==> src/rtl/qspi_flash_responder_pkg.sv <==
// qspi_pkg: opcodes, FSM encoding and helpers shared by the QSPI flash responder
package qspi_pkg;
   localparam logic [7:0] CMD_READ      = 8'h03;
   localparam logic [7:0] CMD_FAST_READ = 8'h0B;
   localparam logic [7:0] CMD_QUAD_OUT  = 8'h6B;
   localparam logic [7:0] CMD_JEDEC_ID  = 8'h9F;
   localparam int ADDR_FRAME_BITS = 24;
   typedef enum logic [2:0] {ST_IDLE, ST_CMD, ST_ADDR, ST_DUMMY, ST_DATA, ST_IGNORE} state_t;
   function automatic logic [7:0] jedec_byte(input logic [23:0] id, input logic [1:0] idx);
      return (idx == 2'd0) ? id[23:16] : (idx == 2'd1) ? id[15:8] : (idx == 2'd2) ? id[7:0] : 8'h00;
   endfunction
endpackage

==> src/rtl/qspi_flash_responder_edge_sync.sv <==
// qspi_edge_sync: optional synchronizer chain plus history flop, emitting level and edges
module qspi_edge_sync #(
   parameter int W      = 1,
   parameter int STAGES = 0
) (
   input  logic         clk,
   input  logic         reset,
   input  logic [W-1:0] d_i,
   output logic [W-1:0] lvl_o,
   output logic [W-1:0] rise_o,
   output logic [W-1:0] fall_o
);
   logic [W-1:0] prev_q;
   generate
      if (STAGES == 0) begin : g_direct
         assign lvl_o = d_i;
      end else begin : g_sync
         logic [W-1:0] sync_q [STAGES];
         // carry the raw pads through the metastability chain
         always_ff @(posedge clk) begin
            if (reset) begin
               for (int i = 0; i < STAGES; i++) sync_q[i] <= '0;
            end else begin
               sync_q[0] <= d_i;
               for (int i = 1; i < STAGES; i++) sync_q[i] <= sync_q[i-1];
            end
         end
         assign lvl_o = sync_q[STAGES-1];
      end
   endgenerate
   // previous synced level, compared against the current one for edges
   always_ff @(posedge clk) prev_q <= reset ? '0 : lvl_o;
   assign rise_o = lvl_o & ~prev_q;
   assign fall_o = ~lvl_o & prev_q;
endmodule

==> src/rtl/qspi_flash_responder.sv <==
// qspi_flash_responder: SPI/QSPI flash target streaming bytes from a byte-wide memory port
module qspi_flash_responder
   import qspi_pkg::*;
#(
   parameter int          ADDR_BITS    = 24,
   parameter int          DUMMY_CLOCKS = 8,
   parameter int          SYNC_STAGES  = 0,
   parameter logic [23:0] JEDEC_ID     = 24'hEF4018
) (
   input  logic                 clk,
   input  logic                 reset,
   input  logic                 spi_clk,
   input  logic                 cs_n,
   input  logic [3:0]           dq_in,
   output logic [3:0]           dq_out,
   output logic [3:0]           dq_oe,
   output logic                 mem_req,
   output logic [ADDR_BITS-1:0] mem_addr,
   input  logic                 mem_ack,
   input  logic [7:0]           mem_data,
   output logic                 busy,
   output logic                 underrun
);
   logic [1:0] ctl_lvl, ctl_rise, ctl_fall;
   logic [3:0] dq_lvl, dq_rise, dq_fall;
   qspi_edge_sync #(.W(2), .STAGES(SYNC_STAGES)) u_ctl (
      .clk(clk), .reset(reset), .d_i({cs_n, spi_clk}), .lvl_o(ctl_lvl), .rise_o(ctl_rise), .fall_o(ctl_fall)
   );
   qspi_edge_sync #(.W(4), .STAGES(SYNC_STAGES)) u_dq (
      .clk(clk), .reset(reset), .d_i(dq_in), .lvl_o(dq_lvl), .rise_o(dq_rise), .fall_o(dq_fall)
   );
   logic unused_ok;
   assign unused_ok = ^{ctl_lvl[0], ctl_rise[1], dq_lvl[3:1], dq_rise, dq_fall};
   logic cs_hi, cs_fall, sclk_rise, sclk_fall;
   assign cs_hi     = ctl_lvl[1];
   assign cs_fall   = ctl_fall[1];
   assign sclk_rise = ctl_rise[0];
   assign sclk_fall = ctl_fall[0];
   state_t               state_q;
   logic [7:0]           cnt_q, out_q, pre_q;
   logic [22:0]          sh_q;
   logic [1:0]           jidx_q;
   logic [3:0]           dq_out_q, dq_oe_q;
   logic [ADDR_BITS-1:0] mem_addr_q;
   logic                 quad_q, jedec_q, dummy_q, pre_vld_q, mem_req_q, underrun_q;
   logic [23:0] sh_next;
   logic [7:0]  op, load, cur;
   logic        have_byte, last_fall, is_rd;
   logic [3:0]  oe_data;
   assign sh_next   = {sh_q, dq_lvl[0]};
   assign op        = sh_next[7:0];
   assign is_rd     = (op == CMD_READ) | (op == CMD_FAST_READ) | (op == CMD_QUAD_OUT);
   assign have_byte = pre_vld_q | (mem_req_q & mem_ack);
   assign load      = jedec_q ? jedec_byte(JEDEC_ID, jidx_q) : !have_byte ? 8'h00 : pre_vld_q ? pre_q : mem_data;
   assign cur       = (cnt_q == 8'd0) ? load : out_q;
   assign last_fall = quad_q ? (cnt_q == 8'd1) : (cnt_q == 8'd7);
   assign oe_data   = quad_q ? 4'b1111 : 4'b0010;
   // protocol FSM: command/address/dummy decode, byte streaming and prefetch
   always_ff @(posedge clk) begin
      if (reset) begin
         state_q <= ST_IDLE; cnt_q <= '0; out_q <= '0; pre_q <= '0; sh_q <= '0; jidx_q <= '0;
         dq_out_q <= '0; dq_oe_q <= '0; mem_addr_q <= '0; quad_q <= 1'b0; jedec_q <= 1'b0;
         dummy_q <= 1'b0; pre_vld_q <= 1'b0; mem_req_q <= 1'b0; underrun_q <= 1'b0;
      end else if (cs_hi) begin
         state_q <= ST_IDLE; cnt_q <= '0; dq_out_q <= '0; dq_oe_q <= '0;
         mem_req_q <= 1'b0; pre_vld_q <= 1'b0;
      end else begin
         if (mem_req_q && mem_ack) begin
            pre_q <= mem_data; pre_vld_q <= 1'b1; mem_req_q <= 1'b0;
         end
         case (state_q)
            ST_IDLE: if (cs_fall) begin
               state_q <= ST_CMD; cnt_q <= '0; underrun_q <= 1'b0; jidx_q <= '0;
               quad_q <= 1'b0; jedec_q <= 1'b0; pre_vld_q <= 1'b0;
            end
            ST_CMD: if (sclk_rise) begin
               sh_q <= sh_next[22:0];
               cnt_q <= (cnt_q == 8'd7) ? 8'd0 : cnt_q + 8'd1;
               if (cnt_q == 8'd7) begin
                  quad_q <= op == CMD_QUAD_OUT;
                  jedec_q <= op == CMD_JEDEC_ID;
                  dummy_q <= (op != CMD_READ) && (DUMMY_CLOCKS != 0);
                  state_q <= is_rd ? ST_ADDR : (op == CMD_JEDEC_ID) ? ST_DATA : ST_IGNORE;
                  dq_oe_q <= (op == CMD_JEDEC_ID) ? 4'b0010 : 4'b0000;
               end
            end
            ST_ADDR: if (sclk_rise) begin
               sh_q <= sh_next[22:0];
               cnt_q <= cnt_q + 8'd1;
               if (cnt_q == 8'(ADDR_FRAME_BITS - 1)) begin
                  cnt_q <= '0; mem_req_q <= 1'b1; mem_addr_q <= sh_next[ADDR_BITS-1:0];
                  state_q <= dummy_q ? ST_DUMMY : ST_DATA;
                  dq_oe_q <= dummy_q ? 4'b0000 : oe_data;
               end
            end
            ST_DUMMY: if (sclk_rise) begin
               cnt_q <= cnt_q + 8'd1;
               if (cnt_q == 8'(DUMMY_CLOCKS - 1)) begin
                  cnt_q <= '0; state_q <= ST_DATA; dq_oe_q <= oe_data;
               end
            end
            ST_DATA: if (sclk_fall) begin
               dq_out_q <= quad_q ? cur[7:4] : {2'b00, cur[7], 1'b0};
               out_q <= quad_q ? {cur[3:0], 4'h0} : {cur[6:0], 1'b0};
               cnt_q <= last_fall ? 8'd0 : cnt_q + 8'd1;
               if (cnt_q == 8'd0) begin
                  if (jedec_q) jidx_q <= (jidx_q == 2'd3) ? 2'd3 : jidx_q + 2'd1;
                  else if (have_byte) begin
                     mem_addr_q <= mem_addr_q + 1'b1; mem_req_q <= 1'b1; pre_vld_q <= 1'b0;
                  end else underrun_q <= 1'b1;
               end
            end
            ST_IGNORE: state_q <= ST_IGNORE;
            default: state_q <= ST_IDLE;
         endcase
      end
   end
   assign dq_out   = dq_out_q;
   assign dq_oe    = dq_oe_q;
   assign mem_req  = mem_req_q;
   assign mem_addr = mem_addr_q;
   assign busy     = state_q != ST_IDLE;
   assign underrun = underrun_q;
endmodule

==> config.mk <==
export PLATFORM = sky130hd
export DESIGN_NAME = qspi_flash_responder
export DESIGN_NICKNAME = d
export VERILOG_FILES = /design/src/rtl/qspi_flash_responder_pkg.sv /design/src/rtl/qspi_flash_responder_edge_sync.sv /design/src/rtl/qspi_flash_responder.sv
export SDC_FILE = /design/constraint.sdc
export NUM_CORES = 1
export LEC_CHECK = 0
export CAP_MARGIN = 40
export CORE_MARGIN = 2
export CORE_UTILIZATION = 55
export CTS_CLUSTER_DIAMETER = 200
export CTS_CLUSTER_SIZE = 8
export DETAILED_ROUTE_END_ITERATION = 8
export GPL_TIMING_DRIVEN = 0
export PLACE_DENSITY = 0.78
export SYNTH_ARGS = -nofsm -noshare
export SYNTH_HDL_FRONTEND = slang
export SYNTH_HIERARCHICAL = 1
export SYNTH_SLANG_ARGS = --single-unit
==> constraint.sdc <==
create_clock -name clk -period 2.87 [get_ports clk]
set_input_delay 0.574 -clock clk [delete_from_list [all_inputs] [get_ports clk]]
set_output_delay 0.574 -clock clk [all_outputs]
set_load 0.1 [all_outputs]
==> After elaboration in Yosys (flattened, before gate mapping) <==
Cells that the tools add are included.
{ "totals": {"regBits": 92, "inputBits": 17} }
{ "op_classes": {"n_addsub": 3, "eq_ne": 30, "muxes": 79, "bitwise_logic": 10, "reduce_logical": 25} }
{ "ops": {"columns": ["op", "n"], "rows": [
  ["$mux W24", 6],
  ["$mux W8", 13],
  ["$pmux W24 S2", 1],
  ["$mux W4", 9],
  ["$pmux W8 S4", 1],
  ["$mux W3", 9],
  ["$ne A2 B2 Y1 const B", 13],
  ["$add A24 B1 Y24 const B", 1],
  ["$mux W1", 24],
  ["$pmux W3 S6", 1],
  ["$reduce_and A8 Y1", 2],
  ["$reduce_and A7 Y1", 2],
  ["$mux W2", 6],
  ["$pmux W4 S3", 1],
  ["$pmux W1 S2", 5],
  ["$reduce_and A5 Y1", 2],
  ["$add A8 B1 Y8 const B", 1],
  ["$eq A8 B1 Y1 const B", 1],
  ["$eq A8 B2 Y1 const B", 1],
  ["$eq A8 B3 Y1 const B", 1],
  ["$eq A8 B4 Y1 const B", 1],
  ["$eq A8 B5 Y1 const B", 1],
  ["$eq A8 B7 Y1 const B", 1],
  ["$eq A8 B8 Y1 const B", 1],
  ["28 further kinds", 43]
]} }

==> Longest topological paths before layout <==
Gate-level depths: netlist of run 1.
{ "depth": {"word_depth": 7, "mapped_depth": 9, "ltp_nobuf": 7} }

==> Cells and area by module <==
The synthesis of run 1 kept the hierarchy.
{ "modules_own_cells": {"columns": ["mod", "instances", "cells_per_inst", "area_per_inst_um2", "seq_area_each_um2"], "rows": [
  ["qspi_flash_responder", 1, 594, 4709.5, 1741.7],
  ["qspi_edge_sync (u_dq)", 1, 20, 185.2, 80.1],
  ["qspi_edge_sync (u_ctl)", 1, 10, 92.6, 40.0]
]} }

==> Worst setup path after synthesis of run 1 <==
No wires, ideal clock.
{ "synth_timing": {"path_kind": "register -> register", "from": "reg mem_addr_q[9], in the netlist mem_addr[9]", "to": "reg mem_addr_q[17], in the netlist mem_addr[17]", "t_arrival_ps": 2461, "setup_slack_ps": 338, "stages_incl_launch_ff": 8, "path_buffers": 2, "synth_period_minus_slack_ps": 2532, "path_cell_list": "dfxtp_1 and4_1 and4_1 clkbuf_1 clkbuf_1 nand4_1 a21o_1 a21oi_1"} }
{ "synth_via": {"elab_chain_cells": 6} }
{ "synth_rtl": {"columns": ["element", "line", "rtl"], "rows": [
  ["start: declaration", "qspi_flash_responder.sv:44", "logic [ADDR_BITS-1:0] mem_addr_q;"],
  ["start signal: assignment", "qspi_flash_responder.sv:62", "dq_out_q <= '0; dq_oe_q <= '0; mem_addr_q <= '0; quad_q <= 1'b0; jedec_q <= 1'b0;"],
  ["start signal: assignment", "qspi_flash_responder.sv:91", "cnt_q <= '0; mem_req_q <= 1'b1; mem_addr_q <= sh_next[ADDR_BITS-1:0];"],
  ["start signal: assignment", "qspi_flash_responder.sv:109", "mem_addr_q <= mem_addr_q + 1'b1; mem_req_q <= 1'b1; pre_vld_q <= 1'b0;"],
  ["$add A24 B1 Y24", "qspi_flash_responder.sv:109", null],
  ["$mux W24", "qspi_flash_responder.sv:108", "else if (have_byte) begin"],
  ["$mux W24", "qspi_flash_responder.sv:107", "if (jedec_q) jidx_q <= (jidx_q == 2'd3) ? 2'd3 : jidx_q + 2'd1;"],
  ["$mux W24", "qspi_flash_responder.sv:106", "if (cnt_q == 8'd0) begin"],
  ["$mux W24", "qspi_flash_responder.sv:102", "ST_DATA: if (sclk_fall) begin"],
  ["$pmux W24 S2", "qspi_flash_responder.sv:71", "case (state_q)"]
]} }
Every way passes these cells. The select of a mux whose other input is x is not followed.
A chain may end at the register's enable or synchronous reset.

==> Worst setup path in the final report of run 1 <==
{ "layout_timing": {"from": "in spi_clk", "to": "reg mem_addr_q[2], in the netlist mem_addr[2]"} }
{ "layout_via": {"word_cells_on_any_way": 6, "classes_between": "eq/ne (2); bitwise (3); reduce/logical (1)"} }
{ "layout_lines": {"columns": ["element", "line", "rtl"], "rows": [
  ["start: declaration", "qspi_flash_responder.sv:12", "input logic spi_clk,"],
  ["$and A1 B1 Y1", "qspi_flash_responder_edge_sync.sv:33", "assign rise_o = lvl_o & ~prev_q;"],
  ["named net ctl_rise[0]", "qspi_flash_responder.sv:24", "logic [1:0] ctl_lvl, ctl_rise, ctl_fall;"],
  ["$ne A2 B2 Y1 (no source line)", null, null],
  ["$reduce_and A8 Y1 (no source line)", null, null]
]} }
The timed path passes the listed nets, and every way through them passes these cells.

==> results of run 1 <==
-- what timing repair did --
item                       4_1_cts  5_1_grt
hold endpoints to repair         0        0
setup endpoints to repair        4       30
resized for setup                1        2
-- sequential cells by signal, summed over array words and instances, names as in the netlist --
| register | count |
|---|---|
| cnt_q | 8 |
| dq_oe | 2 |
| dq_out | 4 |
| dummy_q | 1 |
| jedec_q | 1 |
| jidx_q | 2 |
| mem_addr | 24 |
| mem_req | 1 |
| out_q | 7 |
| pre_q | 8 |
| pre_vld_q | 1 |
| quad_q | 1 |
| sh_q | 23 |
| state_q | 3 |
| u_ctl/prev_q | 2 |
| underrun | 1 |
-- metal layers --
metal	GRT usage (%)	vias up	part of all wire [%]
li1	-	2364	-
met1	40.5	2375	43
met2	46.0	246	46
met3	4.75	39	7.8
met4	12.9	0	2.7
met5	0	-	0
-- placed cells by master (no fill, tap or decap), types with 8 or more instances in the layout --
master and instances:
a21o_1 10, a21oi_1 67, a31oi_1 10, buf_2 8, buf_8 33, clkbuf_1 28, clkbuf_8 11, clkdlybuf4s50_1 47
dfxtp_1 89, mux2i_1 20, nand2_1 91, nand2b_1 12, nand3_1 13, nand4_1 14, nor2_1 41, nor3_1 17
o21ai_0 27, o22ai_1 9, or3_1 10
-- tightest hold or removal path, cell delays in order, from the launching register on --
cell	delay [ns]
dfxtp_1	0.32
nand2_1	0.05
a21oi_1	0.05
-- final timing paths --
path / start / slack (ns) / to / depth (start not counted)
setup reg to reg: cnt_q[3] / 0.35 / mem_addr[2] / 7
hold / removal: out_q[3] / 0.46 / out_q[3] / 2
hold reg to reg: out_q[3] / 0.46 / out_q[3] / 2
setup / recovery: spi_clk / 0.05 / mem_addr[2] / 9
-- area by class of cell --
| type | instances | share of cell area, % |
|---|---|---|
| repair buffers | 82 | 16.6 |
| multi-input cells | 458 | 44.4 |
| plain buffers | 49 | 4.18 |
| clock buffers | 11 | 2.45 |
| flip-flops and latches | 89 | 28.9 |
| well taps | 108 | 2.19 |
| inverters | 7 | 0.426 |
| clock inverters | 5 | 0.872 |
-- stage by stage --
| step | setup slack [ns] | instances | utilization (%) |
|---|---|---|---|
| floorplan | 0.338 | 603 | - |
| global placement | -0.440 | 758 | 62.9 |
| detailed placement | -0.465 | 793 | 69.3 |
| CTS | 0.0474 | 809 | 71.7 |
| global route | -0.114 | 809 | 71.8 |
| finish | 0.0494 | 809 | 71.8 |
-- where the power goes --
group | total, uW | leakage, uW | switching [uW] | internal, uW
Sequential | 1240 | 0.000717 | 1.78 | 1240
Clock | 911 | 0.000109 | 464 | 448
Combinational | 124 | 0.00131 | 75.5 | 48.3
Total | 2270 | 0.00214 | 541 | 1730
==> metrics.md, run 1 <==
| Metric | Value |
|---|---|
| Layout cells sized above 1 | 13.1% |
| DRC violations left | 0 |
| Critical Path Slowest Stage Cell | clkdlybuf4s50_1 |
| F_max | 355 MHz |
| Max-slew violation count | 0 |
| H-Tree Depth | 3 |
| WHS | 0.459 ns |
| CP cell instances | clkdlybuf4s50_1 > nor2b_2 > nand4_1 > nand4b_1 > a211o_1 > buf_2 > clkbuf_2 > o21ai_0 > a21oi_1 |
| Post-CTS Hold Buffers | 0 |
| GPL Wtd Cong | 0.921 |
| Initial DRC Count | 444 |
| Final Power | between 2000 and 2500 uW |
| Final Critical Period | roughly 2.8 ns |
| Synth Instances | 603 |
| CORE AREA | 0.00859 mm^2 |
| Gr ovfl total | 0 |
| Worst Path Buf+Inv | 3 |
| Nature of the critical path endpoint | flop |
| CTS tree | built |
| Initial antenna violation count | 0 |
| Row count | 34 |
| DP Area | 0.00595 mm^2 |
| Via/cell ratio | 6.21 |
| All-Layer GR Usage | 29.5% |
| Fin nets | 717 |
| Die Wd | 97.4 um |
| Mapped Area | roughly 0.0048 mm^2 |
| Worst Path Max Fanout | 10 |
| Slew @ Worst Pin | 0.684 ns |
| Clock Sink Count | 89 |
| Worst skew pair latency | 0.37 ns |
| Initial core utilization | a little under three fifths |
| Pwr/cell area | roughly 370 mW/mm^2 |
| FILL cells | 668 |
| Clock buffer depth | 2 |
| Post-synth net total | ~620 |
| Layout Area Growth over Synthesis | 28.6% |
| Antenna-violating nets left | 0 |
| DIE AREA | approximately 0.0095 mm^2 |
| Vias in the first global route | 4879 |
| CTS buffer count | 9 |
| HPWL after DPL | 9.95 mm |
| Largest stage delay, worst path | 0.52 ns |
| Vias | between 5000 and 6000 |
| Port Buffers | 47 |
| MaxCap Viol Count | 0 |
| Setup CP Type | input port to flop |
| Final TNS setup | 0 ns |
| Multi-input gate area | 0.00274 mm^2 |
| Critical path launch point type | input port |
| Worst path top cell family by delay | buffers and inverters |
| Die Ht | 97.4 um |
| Worst Path Arrival | 3.05 ns |
| Detailed Route WL | 14.0 mm |
| Final hold violations | 0 |
| 1st-pass router iterations | 5 |
| # diodes | 0 |
| VDD IR max | 0.274 mV |
| CTS root buf | clkbuf_8 |
| Clk slew on worst S/H paths | 0.09 ns |
| I/O pins | between 50 and 60 |
| Post-route cell area | 0.00617 mm^2 |
| Hold Path Class | flop to flop |
| Status | completed |
| First-pass GRT wire length | roughly 23 mm |
| Final setup fails | 0 |
| Largest net degree at the start of global routing | 15 |
| Clock skew | 0.0122 ns |
| Reg area | 0.00178 mm^2 |
| Max-slew headroom | 54.2% |
| Post-Syn Area per Cell | 7.95 um^2 |
| Static Leakage | 0.00214 uW |
| WP data required | 3.10 ns |
| Fin crit share | 98.3% |
| Post-CTS Setup Inserts | 0 |
| Avg WL per Cell | 17.3 um |
| Synth warnings | 6 |
(Power assumes the default switching activity.)
==> run 2, diff against run 1 <==
--- a/config.mk
+++ b/config.mk
@@ -8,6 +8,7 @@
 export CAP_MARGIN = 40
 export CORE_MARGIN = 2
 export CORE_UTILIZATION = 55
+export CTS_BUF_LIST = sky130_fd_sc_hd__clkbuf_8
 export CTS_CLUSTER_DIAMETER = 200
 export CTS_CLUSTER_SIZE = 8
 export DETAILED_ROUTE_END_ITERATION = 8
@@ -17,3 +18,4 @@
 export SYNTH_HDL_FRONTEND = slang
 export SYNTH_HIERARCHICAL = 1
 export SYNTH_SLANG_ARGS = --single-unit
+export TNS_END_PERCENT = 20
==> results of run 2 <==
Final layout, timing and power as in run 1 (identical DEF).
==> run 3, diff against run 2 <==
--- a/config.mk
+++ b/config.mk
@@ -13,7 +13,7 @@
 export CTS_CLUSTER_SIZE = 8
 export DETAILED_ROUTE_END_ITERATION = 8
 export GPL_TIMING_DRIVEN = 0
-export PLACE_DENSITY = 0.78
+export PLACE_DENSITY = 0.82
 export SYNTH_ARGS = -nofsm -noshare
 export SYNTH_HDL_FRONTEND = slang
 export SYNTH_HIERARCHICAL = 1
==> metrics.md, run 3 (synthesis gave the netlist of run 1 again) <==
| Metric | Value |
|---|---|
| Status | completed |
| WP data required | 3.10 ns (about the same) |
| Nature of the critical path endpoint | flop |
| Max-slew violation count | 0 (unchanged) |
| Clock skew | 0.0102 ns (-0.00205 ns) |
| Layout Area Growth over Synthesis | 28.1% |
| Final worst setup slack | 0.119 ns (+0.0693 ns) |
| MaxCap Viol Count | 0 (unchanged) |
| Unrepaired setup endpoints after global routing | false |
| Final Critical Period | 2.75 ns (-0.0693 ns) |
| Util after Layout | 71.5% (-0.28 points) |
| Max reg flops | 24 (unchanged) |
| Post-CTS Setup Inserts | 0 (unchanged) |
| # diodes | 0 (unchanged) |
| All-Layer GR Usage | 29.0% (-0.48 points) |
| CORE AREA | 0.00859 mm^2 (unchanged) |
| Critical path launch point type | input port |
| Pre-CTS setup slack | -0.278 ns (+0.187 ns) |
| Worst skew pair latency | 0.37 ns (about the same) |
| R2R cell count | 7 (unchanged) |
| Largest stage delay, worst path | 0.48 ns (-0.04 ns) |
| Layout cells sized above 1 | 13.0% (-0.14 points) |
| Vias in the first global route | 4715 (-3.4%) |
| Final TNS setup | 0 ns (unchanged) |
| Final setup fails | 0 (unchanged) |
| HPWL after DPL | 9.74 mm (-2.1%) |
| Post-route cell area | 0.00614 mm^2 (-0.39%) |
| Hold path cells | 2 (unchanged) |
| DIE AREA | 0.00948 mm^2 (unchanged) |
| Largest net degree at the start of global routing | 15 (unchanged) |
| Multi-input gate area | 0.00274 mm^2 (unchanged) |
| H-Tree Depth | 3 (unchanged) |
| FILL cells | 680 (+1.8%) |
| Commonest non-fill, non-tap cells in the layout | nand2_1 (91), dfxtp_1 (89), a21oi_1 (67) |
| First-pass GRT wire length | 22.9 mm (-0.98%) |
| Setup CP Type | input port to flop |
| Pwr/cell area | 370 mW/mm^2 (+0.45%) |
| CTS root buf | clkbuf_8 |
| Fin nets | 717 (unchanged) |
| Clock buffer depth | 2 (unchanged) |
| Slew @ Worst Pin | 0.776 ns (+0.0916 ns) |
| Clk slew on worst S/H paths | 0.09 ns (about the same) |
| Critical Path Slowest Stage Cell | clkdlybuf4s50_1 |
| Clock Sink Count | 89 (unchanged) |
| Initial DRC Count | 459 (+3.4%) |
| Avg WL per Cell | 16.9 um (-2.0%) |
| Max-slew headroom | 48.0% (-6.1 points) |
| Reg area | 0.00178 mm^2 (unchanged) |
| Die Wd | 97.4 um (unchanged) |
| Via/cell ratio | 6.21 (about the same) |
| F_max | 363 MHz (+2.5%) |
| Static Leakage | 0.00213 uW (-0.50%) |
| VDD IR max | 0.270 mV (-1.3%) |
| Row count | 34 (unchanged) |
| Worst Path Max Fanout | 10 (unchanged) |
| DRC violations left | 0 (unchanged) |
| 1st-pass router iterations | 7 (+2) |
| Initial core utilization | 55.8% (unchanged) |
| CTS buffer count | 9 (unchanged) |
| Vias | 5020 (-0.080%) |
| Most common library cell in the layout ignoring fill and taps | nand2_1 |
| Gr ovfl total | 0 (unchanged) |
| Hold Path Class | flop to flop |
| Final hold violations | 0 (unchanged) |
| GPL Wtd Cong | 0.901 (-2.1%) |
| Fin crit share | 95.9% (-2.4 points) |
| DP Area | 0.00593 mm^2 (-0.42%) |
| Detailed Route WL | 13.7 mm (-2.0%) |
| CTS tree | built |
| Worst Path Arrival | 2.98 ns (-0.07 ns) |
| I/O pins | 52 (unchanged) |
| Antenna-violating nets left | 0 (unchanged) |
| Initial antenna violation count | 0 (unchanged) |
| CP cell instances | clkdlybuf4s50_1 > nor2b_2 > nand4_1 > nand4b_1 > a211o_1 > buf_2 > clkbuf_2 > o21ai_0 > a21oi_1 |
| Port Buffers | 47 (unchanged) |
| Die Ht | 97.4 um (unchanged) |
| Finished Layout Cells | 809 (unchanged) |
| Placed Instances | 793 (unchanged) |
-- run 3: cell count changes in the layout (fill, tap and decap cells not counted) --
cell        delta
clkinv_2       -2
clkinvlp_4     +1
buf_16         -2
buf_8          +2
inv_1          +1
-- run 3: worst paths after layout --
path / start / endpoint / slack (ns)
max reg2reg: state_q[2] / mem_addr[22] / 0.27
min reg2reg: dq_out[3] / dq_out[3] / 0.46
max: spi_clk / mem_addr[22] / 0.12
min: dq_out[3] / dq_out[3] / 0.46
-- run 3: final cells by class --
type	instances	share of cell area [%]
Sequential cell	89	29.0
Clock buffer	11	2.46
Buffer	49	4.19
Inverter	7	0.428
Tap cell	108	2.20
Multi-Input combinational cell	458	44.6
Timing Repair Buffer	82	16.2
Clock inverter	5	0.896
-- run 3: routing by layer --
layer	vias up	GRT usage (%)	routed length (um)
met5	-	0	0
li1	2370	-	-
met4	0	9.94	275
met3	31	3.53	981
met1	2372	40.5	6000
met2	247	46.7	6440
-- run 3: worst max-delay path: cells and delay by family --
family | cells | cell delay [ns]
AOI/OAI and AO/OA | 3 | 0.68
buffers and inverters | 3 | 0.92
and+or+nand+nor | 3 | 0.79
-- run 3: power by group --
group / switching (uW) / internal (uW) / total [uW]
Combinational: 74.7 / 48.3 / 123
Sequential: 1.72 / 1240 / 1240
Clock: 466 / 448 / 914
-- run 3: repair_timing --
action,4_1_cts,5_1_grt
endpoints found under the setup margin,0,25
resized for setup,0,3
hold buffers,0,0
-- run 3: stage by stage --
| step | hold WS, ns | power (uW) |
|---|---|---|
| finish | 0.462 | 2270 |
| floorplan | 0.432 | 1340 |
| global placement | 0.440 | 1380 |
| global route | 0.478 | 2330 |
| CTS | 0.459 | 2270 |
| detailed placement | 0.447 | 1390 |
